`src/rtl/clint_timer_ctrl.sv`:
```
// Machine timer / software-interrupt controller: owns mtime, mtimecmp and msip
// and serves them over a single-outstanding valid/ready MMIO request/response port.
module clint_timer_ctrl #(
    parameter logic [63:0] BASE_ADDR = 64'h0000_0000_0200_0000,
    parameter int unsigned TICK_DIV  = 1,
    parameter int unsigned DIV_W     = 8
) (
    input  logic        clk,
    input  logic        rst_n,
    input  logic        cnt_en_i,
    input  logic        req_valid_i,
    output logic        req_ready_o,
    input  logic        req_wen_i,
    input  logic [63:0] req_addr_i,
    input  logic [63:0] req_wdata_i,
    input  logic [7:0]  req_wstrb_i,
    output logic        rsp_valid_o,
    input  logic        rsp_ready_i,
    output logic [63:0] rsp_rdata_o,
    output logic        rsp_err_o,
    output logic        timer_int_o,
    output logic        soft_int_o,
    output logic [63:0] mtime_o
);

    localparam logic [63:0]      MSIP_ADDR     = BASE_ADDR + 64'h0000;
    localparam logic [63:0]      MTIMECMP_ADDR = BASE_ADDR + 64'h4000;
    localparam logic [63:0]      MTIME_ADDR    = BASE_ADDR + 64'hBFF8;
    localparam logic [DIV_W-1:0] DIV_LAST      = DIV_W'(TICK_DIV - 1);

    typedef enum logic {
        IDLE,
        RESP
    } state_t;

    state_t           state;
    logic [DIV_W-1:0] prescaler;
    logic [63:0]      mtime;
    logic [63:0]      mtimecmp;
    logic             msip;
    logic [63:0]      rsp_rdata;
    logic             rsp_err;
    logic             timer_int;

    logic             accept;
    logic             sel_msip;
    logic             sel_mtimecmp;
    logic             sel_mtime;
    logic             addr_err;
    logic             wr_ok;
    logic             tick;
    logic [63:0]      mtime_inc;
    logic [63:0]      mtime_next;
    logic [63:0]      mtimecmp_next;
    logic             msip_next;
    logic [63:0]      read_data;

    // Next-state values for the architectural registers; writes override the
    // tick-incremented mtime only in the byte lanes that are strobed.
    always_comb begin
        accept       = req_valid_i && (state == IDLE);
        sel_msip     = (req_addr_i == MSIP_ADDR);
        sel_mtimecmp = (req_addr_i == MTIMECMP_ADDR);
        sel_mtime    = (req_addr_i == MTIME_ADDR);
        addr_err     = !(sel_msip || sel_mtimecmp || sel_mtime) || (req_addr_i[2:0] != 3'b000);
        wr_ok        = accept && req_wen_i && !addr_err;
        tick         = cnt_en_i && (prescaler == DIV_LAST);
        mtime_inc    = mtime + 64'(tick);

        mtime_next    = mtime_inc;
        mtimecmp_next = mtimecmp;
        for (int b = 0; b < 8; b++) begin
            if (wr_ok && sel_mtime && req_wstrb_i[b])
                mtime_next[8*b +: 8] = req_wdata_i[8*b +: 8];
            if (wr_ok && sel_mtimecmp && req_wstrb_i[b])
                mtimecmp_next[8*b +: 8] = req_wdata_i[8*b +: 8];
        end
        msip_next = (wr_ok && sel_msip && req_wstrb_i[0]) ? req_wdata_i[0] : msip;

        read_data = 64'h0;
        if (!req_wen_i && !addr_err) begin
            if (sel_msip)
                read_data = {63'h0, msip};
            else if (sel_mtimecmp)
                read_data = mtimecmp;
            else
                read_data = mtime;
        end
    end

    always_ff @(posedge clk) begin
        if (!rst_n) begin
            state     <= IDLE;
            prescaler <= '0;
            mtime     <= 64'h0;
            mtimecmp  <= 64'hFFFF_FFFF_FFFF_FFFF;
            msip      <= 1'b0;
            rsp_rdata <= 64'h0;
            rsp_err   <= 1'b0;
            timer_int <= 1'b0;
        end else begin
            if (cnt_en_i)
                prescaler <= tick ? '0 : prescaler + DIV_W'(1);
            mtime     <= mtime_next;
            mtimecmp  <= mtimecmp_next;
            msip      <= msip_next;
            // Compare post-update values so the level tracks register writes immediately.
            timer_int <= (mtime_next >= mtimecmp_next);

            case (state)
                IDLE: begin
                    if (accept) begin
                        rsp_rdata <= read_data;
                        rsp_err   <= addr_err;
                        state     <= RESP;
                    end
                end
                RESP: begin
                    if (rsp_ready_i)
                        state <= IDLE;
                end
                default: state <= IDLE;
            endcase
        end
    end

    assign req_ready_o = (state == IDLE);
    assign rsp_valid_o = (state == RESP);
    assign rsp_rdata_o = rsp_rdata;
    assign rsp_err_o   = rsp_err;
    assign timer_int_o = timer_int;
    assign soft_int_o  = msip;
    assign mtime_o     = mtime;

endmodule

```
`config.mk`:
```
export PLATFORM = sky130hd
export DESIGN_NAME = clint_timer_ctrl
export DESIGN_NICKNAME = d
export VERILOG_FILES = /design/src/rtl/clint_timer_ctrl.sv
export SDC_FILE = /design/constraint.sdc
export NUM_CORES = 1
export LEC_CHECK = 0
export CAP_MARGIN = 30
export CORE_ASPECT_RATIO = 1.75
export CORE_MARGIN = 4
export CORE_UTILIZATION = 50
export DETAILED_ROUTE_END_ITERATION = 7
export GPL_ROUTABILITY_DRIVEN = 0
export PLACE_DENSITY = 0.82
export SETUP_SLACK_MARGIN = 0.05
export SLEW_MARGIN = 25
export SYNTH_ARGS = -nofsm -noshare
export SYNTH_HDL_FRONTEND = slang
export SYNTH_SLANG_ARGS = --single-unit
```
`constraint.sdc`:
```
create_clock -name clk -period 6.5 [get_ports clk]
set_input_delay 1.95 -clock clk [delete_from_list [all_inputs] [get_ports clk]]
set_output_delay 1.95 -clock clk [all_outputs]
set_load 0.1 [all_outputs]
```
==> flow_summary.json <==
{
  "status": "finished, final reports clean",
  "switching_power_mw": 0.589,
  "cts_buffer_depth": 3,
  "cp_max_fo": 8,
  "cts_resized": 0,
  "dieWidth_um": 119,
  "p_leak_nw": 6.06,
  "drt-initial-drc-count": 750,
  "yosys.area.top_type": "dfxtp_1",
  "p_total_mw": 2.57,
  "clock.fmax_ghz": 0.169,
  "globalRouteMet3Util_pct": 5.46,
  "area_growth_pct": 37.8,
  "top_usage_layer": "met2",
  "cp-end-kind": "flip-flop",
  "syn_nets": 1453,
  "skew_ns": 0.0117,
  "syn_inst": 1243,
  "grt_pass1_wl_mm": 56.6,
  "synth_area_um2": 10800,
  "dr.pass1.iters": 6,
  "setup_viol": 0,
  "die-height_um": 202,
  "route.detailed.drc": 0,
  "synth_top_area_share_pct": 37.8,
  "rsz0062_at_grt": "no",
  "worstHoldPathType": "flip-flop to flip-flop",
  "worstPathArrival_ns": 6.35,
  "clkSlewWorstSetupHoldPaths_ns": 0.06,
  "slew_violations": 0,
  "rows": 70,
  "cts_tree": "done",
  "grt_max_degree": 96,
  "grt_pass1_vias": 11100,
  "grt_overflow": 0,
  "timing.final.crit_period_ns": 5.92,
  "grt_use_total_pct": 29.0,
  "combPwrFrac_pct": 7.3,
  "required_ns": 6.93,
  "synth.most_common_cell": "nand2_1",
  "dp.cells": 1804,
  "intPower_mw": 1.98,
  "antenna_found_initial": 4,
  "synthAdderAreaFrac_pct": 7.88,
  "vdd_ir_drop_max_v": 0.000176,
  "core_area_um2": 21100,
  "antenna_left": 0,
  "final_cell_area_um2": 14900,
  "port_buffers": 274,
  "start_util_pct": 51.1,
  "wirelength_mm": 36.5,
  "io_pins": 275,
  "cts_setup_buffers": 0,
  "synth_edf_count": 0,
  "htree_levels": 1,
  "cts_buffers": 20,
  "power_frac_clock_pct": 43.9,
  "grt_use_met2_pct": 54.7,
  "synthTopCellsByCount": "nand2_1, dfxtp_1, ha_1",
  "final.period_utilization_pct": 91.1,
  "synthFlopType": "dfxtp_1",
  "ctsHoldBuffers": 0,
  "drv_cap": 0,
  "synth_simple_gate_area_share_pct": 25.0,
  "dpl.hpwl_mm": 27.8,
  "nets": 1749,
  "synthArstFlopShare_pct": 0,
  "pwr-share-seq_pct": 48.9,
  "synth-xor-area-share_pct": 5.11,
  "cts_num_sinks": 204,
  "tns_ns": 0,
  "synth.yosys.seq_area_share_pct": 37.8,
  "drive_gt1_share_pct": 8.05,
  "avgSynthCellArea_um2": 8.68,
  "synth_area_leaders": "dfxtp_1, nand2_1, ha_1, mux2i_1, a22oi_1",
  "synth.area.mux_share_pct": 7.48,
  "power_switching_share_pct": 22.9,
  "worst_pin_slew_ns": 1.02,
  "post_synth_num_cell_types": 61,
  "synth-compound-area-share_pct": 13.9,
  "stdcell_count": 1842,
  "vias": 10800,
  "synth_top_family_by_area": "simple AND/OR/NAND/NOR gates",
  "use_met1_pct": 29.9,
  "dpl-instance-area_um2": 14200,
  "start_kind": "input pin",
  "avgViaCountPerCell": 5.85,
  "clk_latency_ns": 0.50,
  "root_buffer": "clkbuf_16",
  "slew_headroom_pct": 31.8,
  "hold_viol_final": 0,
  "yosys_warnings": 0,
  "ys_seq_elements": 204,
  "critical_path_class": "input pin to flip-flop",
  "avgRoutedWirePerCell_um": 19.8,
  "p_per_area_nw_per_um2": 173,
  "die_area_um2": 24100
}
[worst max-delay path, cell delays in order]
cell	delay, ns
clkdlybuf4s50_1	0.61
nor4b_1	0.28
nand2_1	0.16
inv_1	0.09
ha_1	0.17
ha_1	0.17
nand2_1	0.09
or3_1	0.47
nor2_1	0.29
nand3_1	0.14
xor2_1	0.26
a21oi_1	0.11
ha_1	0.28
and4_1	0.20
nand4_1	0.15
or3_1	0.42
o21ai_0	0.31
a21oi_1	0.07
a21oi_1	0.12
[through the flow]
step / util [%] / worst slack, ns / hold WS, ns
finish: 70.4 / 0.578 / 0.439
global route: 70.4 / 0.318 / 0.454
CTS: 70.3 / 0.609 / 0.442
detailed placement: 67.3 / 0.168 / 0.431
global placement: 67.1 / 0.228 / 0.428
floorplan: - / 1.02 / 0.422
[routing by layer]
| metal | part of all wire [%] | up-vias |
|---|---|---|
| li1 | - | 5090 |
| met1 | 35 | 5096 |
| met2 | 53 | 468 |
| met3 | 7.0 | 124 |
| met4 | 5.0 | 4 |
| met5 | 0.060 | - |
[power groups by stage]
stage          Sequential (mW)  Clock, mW  Combinational [mW]
2_1_floorplan             1.30          0              0.0413
3_5_place_dp              1.29          0               0.183
4_1_cts                   1.26       1.14               0.184
3_3_place_gp              1.29          0               0.181
6_report                  1.26       1.13               0.187
5_1_grt                   1.26       1.18               0.196
[cells in the final DEF (no fill, tap or decap), drive strengths merged, types with 4 or more instances in the layout]
| cell type | n |
|---|---|
| nor3 | 41 |
| a211oi | 31 |
| and3 | 6 |
| nor4 | 32 |
| o21ai | 12 |
| nand2b | 5 |
| or3 | 7 |
| clkbuf | 28 |
| and2 | 23 |
| mux2i | 66 |
| or4 | 4 |
| buf | 59 |
| dfxtp | 204 |
| nor2 | 67 |
| a21oi | 58 |
| ha | 68 |
| o21a | 14 |
| nand3 | 48 |
| o211a | 13 |
| clkinv | 8 |
| mux2 | 12 |
| xnor2 | 44 |
| a21o | 4 |
| and4 | 18 |
| a22oi | 63 |
| or2 | 4 |
| nand4 | 26 |
| xor2 | 19 |
| nand2 | 245 |
| inv | 15 |
| clkdlybuf4s50 | 273 |
| a221oi | 4 |
[sequential cells by signal (all words and copies together), names as in the netlist]
name / flops
prescaler: 8
mtimecmp: 64
rsp_rdata_o: 64
soft_int_o: 1
rsp_valid_o: 1
rsp_err_o: 1
timer_int_o: 1
mtime_o: 64
[cell families (layout without fill, tap and decap cells)]
group / after synthesis / count (layout)
and+or+nand+nor: 540 / 540
AOI/OAI and AO/OA: 216 / 216
DFF: 204 / 204
muxes: 78 / 78
buffers and inverters: 74 / 383
adders and majority gates: 68 / 68
xor gates and xnor gates: 63 / 63
other: 0 / 2
[layout make-up]
type,count,area (µm²)
timing repair buffer,332,3300
sequential,204,4080
clock buffer,28,592
multi-input combinational,965,6430
clock inverter,7,38.8
inverter,16,60.1
antenna,2,5.00
tap,288,360
fill,1685,6240
[final timing paths]
kind | start | to | slack, ns | cells past startpoint
worst min-delay path | mtimecmp[37]$_SDFF_PN1_ | rsp_rdata_o[37]$_SDFFE_PN0P_ | 0.44 | 2
worst min register to register | mtimecmp[37]$_SDFF_PN1_ | rsp_rdata_o[37]$_SDFFE_PN0P_ | 0.44 | 2
worst max register to register | prescaler[0]$_SDFFE_PN0P_ | timer_int_o$_SDFF_PN0_ | 1.99 | 20
worst max-delay path | cnt_en_i | timer_int_o$_SDFF_PN0_ | 0.58 | 19
No activity file was read; power rests on OpenSTA's default activity.
